--- src/rtl/gate_model_tester.sv ---
// ---------------------------------------------------------------------------
// gate_model_tester
//   Sequential test driver for a combinational gate model. The driver applies
//   a pseudo-random LFSR stimulus sequence, waits SETTLE_CYCLES for the model
//   outputs to settle, and folds each captured response into a 16-bit MISR.
//   At the end of a run the signature is compared with a golden value.
//
// Ports
//   clk           in   1      clock, rising edge
//   rst_n         in   1      asynchronous reset, active low (aborts a run)
//   start         in   1      run request, sampled only while idle
//   stim          out  IN_W   stimulus to the model (stim[0] -> N1)
//   resp          in   OUT_W  model outputs, resp[0] first
//   expected_sig  in   16     golden signature, sampled in DONE
//   busy          out  1      run in progress (SETTLE or CAPTURE)
//   done          out  1      one-cycle pulse at end of run
//   pass          out  1      signature matched, valid after done until next start
//   signature     out  16     MISR value, held after the run
//   pattern_idx   out  CW     patterns captured so far
// ---------------------------------------------------------------------------
module gate_model_tester #(
    parameter int              IN_W          = 15,
    parameter int              OUT_W         = 10,
    parameter int              PATTERN_COUNT = 256,
    parameter int              SETTLE_CYCLES = 2,
    parameter logic [IN_W-1:0] LFSR_SEED     = 15'h0001,
    localparam int             CW            = $clog2(PATTERN_COUNT + 1)
) (
    input  logic              clk,
    input  logic              rst_n,
    input  logic              start,
    output logic [IN_W-1:0]   stim,
    input  logic [OUT_W-1:0]  resp,
    input  logic [15:0]       expected_sig,
    output logic              busy,
    output logic              done,
    output logic              pass,
    output logic [15:0]       signature,
    output logic [CW-1:0]     pattern_idx
);

    typedef enum logic [1:0] {
        IDLE,
        SETTLE,
        CAPTURE,
        DONE
    } state_t;

    // Settle counter only needs to reach SETTLE_CYCLES-1.
    localparam int              SW          = (SETTLE_CYCLES > 1) ? $clog2(SETTLE_CYCLES) : 1;
    localparam logic [SW-1:0]   SETTLE_LAST = SW'(SETTLE_CYCLES - 1);
    localparam logic [CW-1:0]   LAST_IDX    = CW'(PATTERN_COUNT - 1);
    localparam bit              NO_SETTLE   = (SETTLE_CYCLES == 0);
    // An all-zero seed would lock the LFSR at zero forever.
    localparam logic [IN_W-1:0] SEED_EFF    = (LFSR_SEED == '0) ? IN_W'(1) : LFSR_SEED;

    state_t           state_q;
    logic [IN_W-1:0]  stim_q;
    logic [IN_W-1:0]  stim_d;
    logic [15:0]      sig_q;
    logic [15:0]      sig_d;
    logic [CW-1:0]    idx_q;
    logic [SW-1:0]    settle_q;
    logic             busy_q;
    logic             done_q;
    logic             pass_q;

    // Next LFSR state (x^15 + x^14 + 1) and next MISR state for the current response.
    assign stim_d = {stim_q[IN_W-2:0], stim_q[IN_W-1] ^ stim_q[IN_W-2]};
    assign sig_d  = {sig_q[14:0], 1'b0} ^ (sig_q[15] ? 16'h1021 : 16'h0000) ^ 16'(resp);

    // NOTE: all state in this block uses non-blocking assignments so every
    // register samples the values from before the edge, whatever the statement order.
    always_ff @(posedge clk or negedge rst_n) begin
        if (!rst_n) begin
            state_q  <= IDLE;
            stim_q   <= '0;
            sig_q    <= '0;
            idx_q    <= '0;
            settle_q <= '0;
            busy_q   <= 1'b0;
            done_q   <= 1'b0;
            pass_q   <= 1'b0;
        end else begin
            done_q <= 1'b0;
            case (state_q)
                IDLE: begin
                    if (start) begin
                        stim_q   <= SEED_EFF;
                        sig_q    <= '0;
                        idx_q    <= '0;
                        settle_q <= '0;
                        pass_q   <= 1'b0;
                        busy_q   <= 1'b1;
                        if (NO_SETTLE) state_q <= CAPTURE;
                        else           state_q <= SETTLE;
                    end
                end
                SETTLE: begin
                    settle_q <= settle_q + 1'b1;
                    if (settle_q == SETTLE_LAST) state_q <= CAPTURE;
                end
                CAPTURE: begin
                    sig_q    <= sig_d;
                    stim_q   <= stim_d;
                    idx_q    <= idx_q + 1'b1;
                    settle_q <= '0;
                    if (idx_q == LAST_IDX) begin
                        // done is raised while the FSM sits in DONE.
                        state_q <= DONE;
                        busy_q  <= 1'b0;
                        done_q  <= 1'b1;
                    end else if (NO_SETTLE) begin
                        state_q <= CAPTURE;
                    end else begin
                        state_q <= SETTLE;
                    end
                end
                DONE: begin
                    pass_q  <= (sig_q == expected_sig);
                    state_q <= IDLE;
                end
                default: state_q <= IDLE;
            endcase
        end
    end

    assign stim        = stim_q;
    assign signature   = sig_q;
    assign pattern_idx = idx_q;
    assign busy        = busy_q;
    assign done        = done_q;
    assign pass        = pass_q;

endmodule

--- config.mk ---
export PLATFORM = sky130hd
export DESIGN_NAME = gate_model_tester
export DESIGN_NICKNAME = d
export VERILOG_FILES = /design/src/rtl/gate_model_tester.sv
export SDC_FILE = /design/constraint.sdc
export NUM_CORES = 1
export LEC_CHECK = 0
export ABC_AREA = 1
export BUFFER_PORTS_ARGS = -buffer_cell sky130_fd_sc_hd__buf_2
export CAP_MARGIN = 40
export CELL_PAD_IN_SITES_DETAIL_PLACEMENT = 1
export CELL_PAD_IN_SITES_GLOBAL_PLACEMENT = 1
export CORE_MARGIN = 5
export CORE_UTILIZATION = 39
export CTS_CLUSTER_SIZE = 10
export DETAILED_ROUTE_END_ITERATION = 10
export PLACE_DENSITY = 0.91
export SYNTH_ARGS = -nofsm -noshare
export SYNTH_HDL_FRONTEND = slang
export SYNTH_SLANG_ARGS = --single-unit
--- constraint.sdc ---
create_clock -name clk -period 3.85 [get_ports clk]
set_input_delay 0.77 -clock clk [delete_from_list [all_inputs] [get_ports clk]]
set_output_delay 0.77 -clock clk [all_outputs]
set_load 0.1 [all_outputs]
# Yosys cells after proc, flatten, opt, wreduce, memory -nomap -nowiden
# Cells that the tools add are included.
[classes]
mux = 19
n_eq_ne = 8
bitwise_logic = 3
addsub = 2
reduce_logical = 9
[ops]
columns = ["op", "n"]
rows = [
  ["16-bit one-hot mux with 2 select lines", 1],
  ["15-bit one-hot mux with 2 select lines", 1],
  ["9-bit one-hot mux with 2 select lines", 1],
  ["16-bit equality test", 1],
  ["16-bit 2-to-1 mux", 1],
  ["16-bit by 10-bit bitwise XOR with 16-bit output", 1],
  ["16-bit by 13-bit bitwise XOR with 16-bit output", 1],
  ["15-bit 2-to-1 mux", 1],
  ["13-bit 2-to-1 mux", 1],
  ["9-bit by 1-bit adder with 9-bit output (second input constant)", 1],
  ["9-bit by 8-bit equality test with 1-bit output (second input constant)", 1],
  ["9-bit 2-to-1 mux", 1],
  ["2-bit one-hot mux with 4 select lines", 1],
  ["2-bit AND reduction", 4],
  ["2-bit 2-to-1 mux", 3],
  ["2-bit inequality test (second input constant)", 3],
  ["1-bit 2-to-1 mux", 5],
  ["2-bit equality test (second input constant)", 2],
  ["1-bit one-hot mux with 2 select lines", 2],
  ["2-bit nonzero test", 2],
  ["1-bit one-hot mux with 3 select lines", 1],
  ["3-bit AND reduction", 1],
  ["3-bit nonzero test", 1],
  ["2-bit by 1-bit equality test with 1-bit output (second input constant)", 1],
  ["3 further kinds", 3],
]
[totals]
reg_bits = 46

# Logic depth before layout (Yosys ltp)
# Gate-level depths: netlist of the first run.
[logic_depth]
word_depth = 4
mapped_depth = 9
ltp_nobuf = 9

# Worst setup path before layout of the first run
# Ideal clock, no wire load.
[synth_path]
kind = "flip-flop to flip-flop"
start = "register idx_q[0], in the netlist pattern_idx[0]"
end = "register busy_q, in the netlist busy"
setup_ns = 0.125
setup_slack_ns = 1.723
path_stages_with_launch = 10
arrival_time_ns = 2.002
n_path_buf = 0
path_cell_list = "dfrtp_1 > ha_1 > nand2_1 > inv_1 > nand4_1 > nor2_1 > ha_1 > inv_1 > o21ai_1 > nand2_1"
[synth_via]
elab_chain_len = 3
[synth_rtl]
columns = ["item", "line", "text"]
rows = [
  ["from (decl)", "62", "logic [CW-1:0] idx_q;"],
  ["from (signal assigned)", "106", "idx_q <= idx_q + 1'b1;"],
  ["9-bit by 8-bit equality test with 1-bit output", "108", "if (idx_q == LAST_IDX) begin"],
  ["2-bit inequality test (no line)", "--", ""],
  ["3-bit AND reduction (no line)", "--", ""],
  ["to (signal assigned)", "81", "busy_q <= 1'b0;"],
  ["to (signal assigned)", "94", "busy_q <= 1'b1;"],
  ["to (signal assigned)", "111", "busy_q <= 1'b0;"],
  ["to (decl)", "64", "logic busy_q;"],
]
# Every way passes these cells.
# A chain may end at the register's enable or synchronous reset.

# Final worst setup path of the first run
[layout_path]
start = "register state_q[0]"
end = "register sig_q[4], in the netlist signature[4]"
[layout_via]
elab_chain_len = 3
word_cells_on_any_way = 6
cone_classes = "2 x eq/ne; 1 x mux; 3 x reduce/logical"
[layout_rtl]
columns = ["item", "line", "text"]
rows = [
  ["from (decl)", "57", "state_t state_q;"],
  ["from (signal assigned)", "76", "state_q <= IDLE;"],
  ["from (signal assigned)", "95", "if (NO_SETTLE) state_q <= CAPTURE;"],
  ["from (signal assigned)", "96", "else state_q <= SETTLE;"],
  ["2-bit equality test / 2-bit logical NOT (equally long branches)", "86", "case (state_q)"],
  ["2-bit nonzero test (no line) / 2-bit inequality test (equally long branches)", "--", ""],
  ["2-bit AND reduction (no line)", "--", ""],
  ["to (signal assigned)", "104", "sig_q <= sig_d;"],
  ["to (decl)", "60", "logic [15:0] sig_q;"],
]
# Several ways; a longest one is shown, not always the timed one.

==> metrics.yaml, run 1 <==
first_global_vias: 2246
cp.required_ps: 4050
io_pins: 72
worstMarginPinSlew_ps: 688
core-area_um2: 5510
antenna_found_initial: 0
cts_hold_buf: 0
arrival_ps: 2390
async_reset_ff_share_pct: 100
drt_iter0_drc: 116
gp_congestion: 0.767
drive_gt1_share_pct: 26.3
post-dp-hpwl_mm: 4.92
routedWlPerCell_um: 16.3
peakVddDrop_v: 0.000567
dr_wl_met3_um: 353
end_kind: "register"
viasPerCell: 5.08
drv_slew: 0
start_kind: "register"
cts.sinks: 46
syn_area_per_cell_um2: 8.54
dpl.cell_count: 397
routed-wl-met2_mm: 3.35
overflow: 0
synth_cell_types: 24
dr_total_vias: 2049
rows: 27
crit_fanout: 38
nNetsFinal: 363
status: "completed"
place.port_buffers: 71
postRouteAntennaNets: 0
grt_pass1_wl_mm: 11.0
pre_cts_slack_ps: 1690
synth.most_common_cell: "nand2_1"
instances_no_fill: 403
p_int_mw: 0.915
clk_pin_slew_ps: 80
path_class: "register to register"
postCtsSetupBuffers: 0
syn_nets: 291
fin_crit_sh_pct: 57.0
grt.total_usage_pct: 18.8
placed_area_um2: 2620
cts.path.max_buffers: 2
cts_htree_levels: 2
fmax_mhz: 455
wirelength_mm: 6.59
area_delta_synth_final_pct: 21.9
setup_viol: 0
leakage_nw: 1.45
p_comb_share_pct: 52.5
clock_skew_ps: 7.10
die_w_um: 85.5
cts_tree: "done"
ys_warn_count: 0
drc: 0
ys_ff_latch: 46
final_area_um2: 2710
n_antenna_cell: 0
tns_ps: 0
syn_inst: 260
wl_met1_mm: 2.69
synth_top_area_share_pct: 51.8
dr.max_layer_used: "met4"
netSwitchingPower_mw: 1.13
yosys-top-cells-area: "dfrtp_1, nand2_1, inv_1"
cts_inserted_buffers: 5
clkPwrFrac_pct: 14.0
hold_viol_final: 0
clk_latency_ps: 290
grt_setup_unrepaired: "false"
hold_path.class: "primary input to async pin"
die_h_um: 85.5
rrSetupSlack_ps: 1650
setup_slack_ps: 1650
die_area_um2: 7300
synth_common_cells: "nand2_1, inv_1, dfrtp_1, o22ai_1, nor2_1"
synth-edff-count: 0
timing.rr.start: "state_q[0]"
post-route-min-period_ps: 2200
dr.pass1.iters: 4
cap_violations: 0
p_seq_share_pct: 33.4
syn-cell-area_um2: 2220
p_per_area_nw_per_um2: 755
start_util_pct: 40.3
relSlewSlack_pct: 53.9
cts-root-buf: "clkbuf_8"
swShare_pct: 55.2
r2r-end: "signature[4]"
rr_worst_depth: 6
grt_max_degree: 39
synth_ff_type: "dfrtp_1"
seq_area_frac_synth_pct: 51.8
synth_top_area_cell: "dfrtp_1"
ctsResizeCount: 0
sequential cells by signal, summed over array words and instances (netlist names):
register     cells
busy             1
done             1
pass             1
pattern_idx      9
settle_q         1
signature       16
state_q          2
stim            15
power by group through the flow:
stage | logic [mW] | clock network [mW] | registers (mW)
2_1_floorplan | 0.238 | 0 | 1.30
3_3_place_gp | 1.05 | 0 | 0.681
3_5_place_dp | 1.07 | 0 | 0.691
4_1_cts | 1.08 | 0.293 | 0.683
5_1_grt | 1.12 | 0.320 | 0.698
6_report | 1.07 | 0.287 | 0.683
critical path: stages, from the launching register on:
cell	delay [ps]
dfrtp_1	450
inv_2	70
nand2_2	520
nand2_2	530
inv_2	320
nand2_1	90
o21ai_1	120
how the worst max path moves through the flow:
stage	end	slack (ps)	start
after floorplan	busy	1720	pattern_idx[0]
after detailed placement	pattern_idx[1]	1690	state_q[0]
after global routing	signature[4]	1440	state_q[0]
final	signature[4]	1650	state_q[0]
after CTS	signature[4]	1630	state_q[0]
after global placement	pattern_idx[1]	1800	state_q[0]
metal layers:
layer  track usage (%)  vias up
li1                  -      966
met1              22.2     1000
met2              32.8       65
met3              4.47       18
met4              7.48        0
met5                 0        -
layout by cell type, fill, tap and decap left out:
master     n
a22o_1     1
nand4_1    3
inv_1     48
xor2_1     1
inv_2      4
nor2_2     1
xnor2_1   14
nand2_2    2
a21oi_1    4
o22ai_1   24
buf_12     1
nand2_1   55
buf_2     71
o21ai_1   14
nand3_1    9
nor3_1     2
nor2_1    15
ha_1       2
o21ai_0    5
nand3_2    1
a31o_2     1
clkbuf_8   6
o31ai_1    1
dfrtp_1   46
stage by stage:
| step | hold WS (ps) | total power [mW] | utilization [%] |
|---|---|---|---|
| finish | 428 | 2.04 | 49.1 |
| global route | 456 | 2.14 | 49.1 |
| CTS | 435 | 2.05 | 49.1 |
| detailed placement | 518 | 1.76 | 47.6 |
| global placement | 496 | 1.73 | 47.3 |
| floorplan | 474 | 1.53 | - |
logic make-up after synthesis:
kind of cell    synth area share [%]
simple gates                    16.5
buf+inv                         11.6
compound gates                  13.1
flops                           51.8
xor+xnor                        5.92
fa+ha+maj                       1.13
final cells by class:
type | instances | area [µm²]
repair buffers | 72 | 375
flip-flops and latches | 46 | 1150
well taps | 72 | 90.1
clock buffers | 6 | 82.6
inverters | 52 | 195
multi-input cells | 155 | 812
fillers | 704 | 2800
(Power assumes the default switching activity.)
==> run 2, diff against run 1 <==
--- a/config.mk
+++ b/config.mk
@@ -11,10 +11,10 @@
 export CELL_PAD_IN_SITES_DETAIL_PLACEMENT = 1
 export CELL_PAD_IN_SITES_GLOBAL_PLACEMENT = 1
 export CORE_MARGIN = 5
-export CORE_UTILIZATION = 39
+export CORE_UTILIZATION = 33
 export CTS_CLUSTER_SIZE = 10
 export DETAILED_ROUTE_END_ITERATION = 10
-export PLACE_DENSITY = 0.91
+export PLACE_DENSITY = 0.82
 export SYNTH_ARGS = -nofsm -noshare
 export SYNTH_HDL_FRONTEND = slang
 export SYNTH_SLANG_ARGS = --single-unit
==> constraint.sdc (replaced) <==
create_clock -name clk -period 2 [get_ports clk]
set_input_delay 0.4 -clock clk [delete_from_list [all_inputs] [get_ports clk]]
set_output_delay 0.4 -clock clk [all_outputs]
set_load 0.1 [all_outputs]
==> metrics.yaml, run 2 (synthesized netlist as in run 1, its figures left out) <==
status: "completed"
drv_slew: 0
wirelength_mm: 6.30
rows: 29
leakage_nw: 1.47
crit_buf_inv: 1
antenna_found_initial: 0
register_area_um2: 1150
crit_family: "flip-flops"
setup_slack_ps: 283
cts.path.max_buffers: 2
multi_input_area_um2: 812
cts_hold_buf: 0
timing.rr.start: "pattern_idx[0]"
die_area_um2: 8470
cts_tree: "done"
setup_viol: 0
viasPerCell: 4.89
dr_total_vias: 2013
cts.sinks: 46
overflow: 0
gp_congestion: 0.812
ctsResizeCount: 0
cap_violations: 0
cp_slowest_stage_delay_ps: 520
dr.pass1.iters: 4
clock_skew_ps: 10.8
final_common_cell: "buf_2"
end_kind: "output pin"
start_util_pct: 34.4
path_class: "register to output pin"
tns_ps: 0
drive_gt1_share_pct: 27.5
drt_iter0_drc: 30
hold_path.class: "primary input to async pin"
relSlewSlack_pct: 66.2
arrival_ps: 1320
crit_path_top_delay_cell: "dfrtp_1"
grt.total_usage_pct: 15.4
first_global_vias: 2170
start_kind: "register"
largest_reg_flops: 16
cts-root-buf: "clkbuf_8"
crit_chain: "buf_2"
rr_worst_depth: 9
cts_inserted_buffers: 5
die_w_um: 92.0
postCtsSetupBuffers: 0
crit_fanout: 6
fin_crit_sh_pct: 85.8
final_cell_mix: "buf_2, nand2_1, inv_1"
peakVddDrop_v: 0.000664
p_per_area_nw_per_um2: 1460
worstMarginPinSlew_ps: 511
io_pins: 72
n_antenna_cell: 0
finalPower_mw: 4.03
fmax_mhz: 582
drc: 0
clk_pin_slew_ps: 90
cp.required_ps: 1600
cts_htree_levels: 2
nNetsFinal: 365
area_delta_synth_final_pct: 24.2
routedWlPerCell_um: 15.3
core-area_um2: 6460
postRouteAntennaNets: 0
instances_no_fill: 412
fill_cells: 802
grt_max_degree: 38
holdWs_ps: 35.3
r2r-end: "state_q[1]"
grt_setup_unrepaired: "false"
grt_pass1_wl_mm: 10.6
hold_viol_final: 0
pre_cts_slack_ps: 442
post-route-min-period_ps: 1720
clk_latency_ps: 300
post-dp-hpwl_mm: 4.79
rrSetupSlack_ps: 410
dpl.cell_count: 404
place.port_buffers: 71
die_h_um: 92.0
-- run 2: cell count changes in the layout (fill, tap and decap cells not counted), sizes merged --
cell / previous run / this run
clkinvlp: 0 / 1
buf: 72 / 74
bufinv: 0 / 1
-- run 2: worst max path at each step --
stage | slack, ps | end | cells after the start | from
global route | 240 | signature[15] | 1 | signature[15]
floorplan | 100 | busy | 8 | pattern_idx[2]
global placement | 470 | state_q[1] | 9 | pattern_idx[0]
finish | 280 | signature[15] | 1 | signature[15]
CTS | 260 | signature[15] | 1 | signature[15]
detailed placement | 440 | state_q[1] | 9 | pattern_idx[0]
-- run 2: power by group --
group          internal, mW  switching (mW)  leakage (nW)
combinational         0.397            1.63         0.862
clock                 0.373           0.323        0.0514
sequential             1.10           0.204         0.554
-- run 2: through the flow --
step / utilization, % / instance area (µm²)
finish: 42.7 / 2760
global route: 42.7 / 2760
CTS: 42.7 / 2760
detailed placement: 41.0 / 2650
global placement: 41.0 / 2650
floorplan: - / 2220
-- run 2: layout make-up --
| class | count | area share (%) |
|---|---|---|
| multi-input combinational | 155 | 29.4 |
| tap | 77 | 3.49 |
| clock buffer | 6 | 2.63 |
| clock inverter | 2 | 1.36 |
| timing repair buffer | 74 | 14.2 |
| inverter | 52 | 7.08 |
| sequential | 46 | 41.8 |
-- run 2: layer usage --
metal	vias to the layer above	share of wire, %	GRT usage (%)
li1	974	-	-
met1	994	42	17.9
met2	37	52	28.0
met3	8	4.2	3.60
met4	0	1.4	5.07
met5	-	0	0
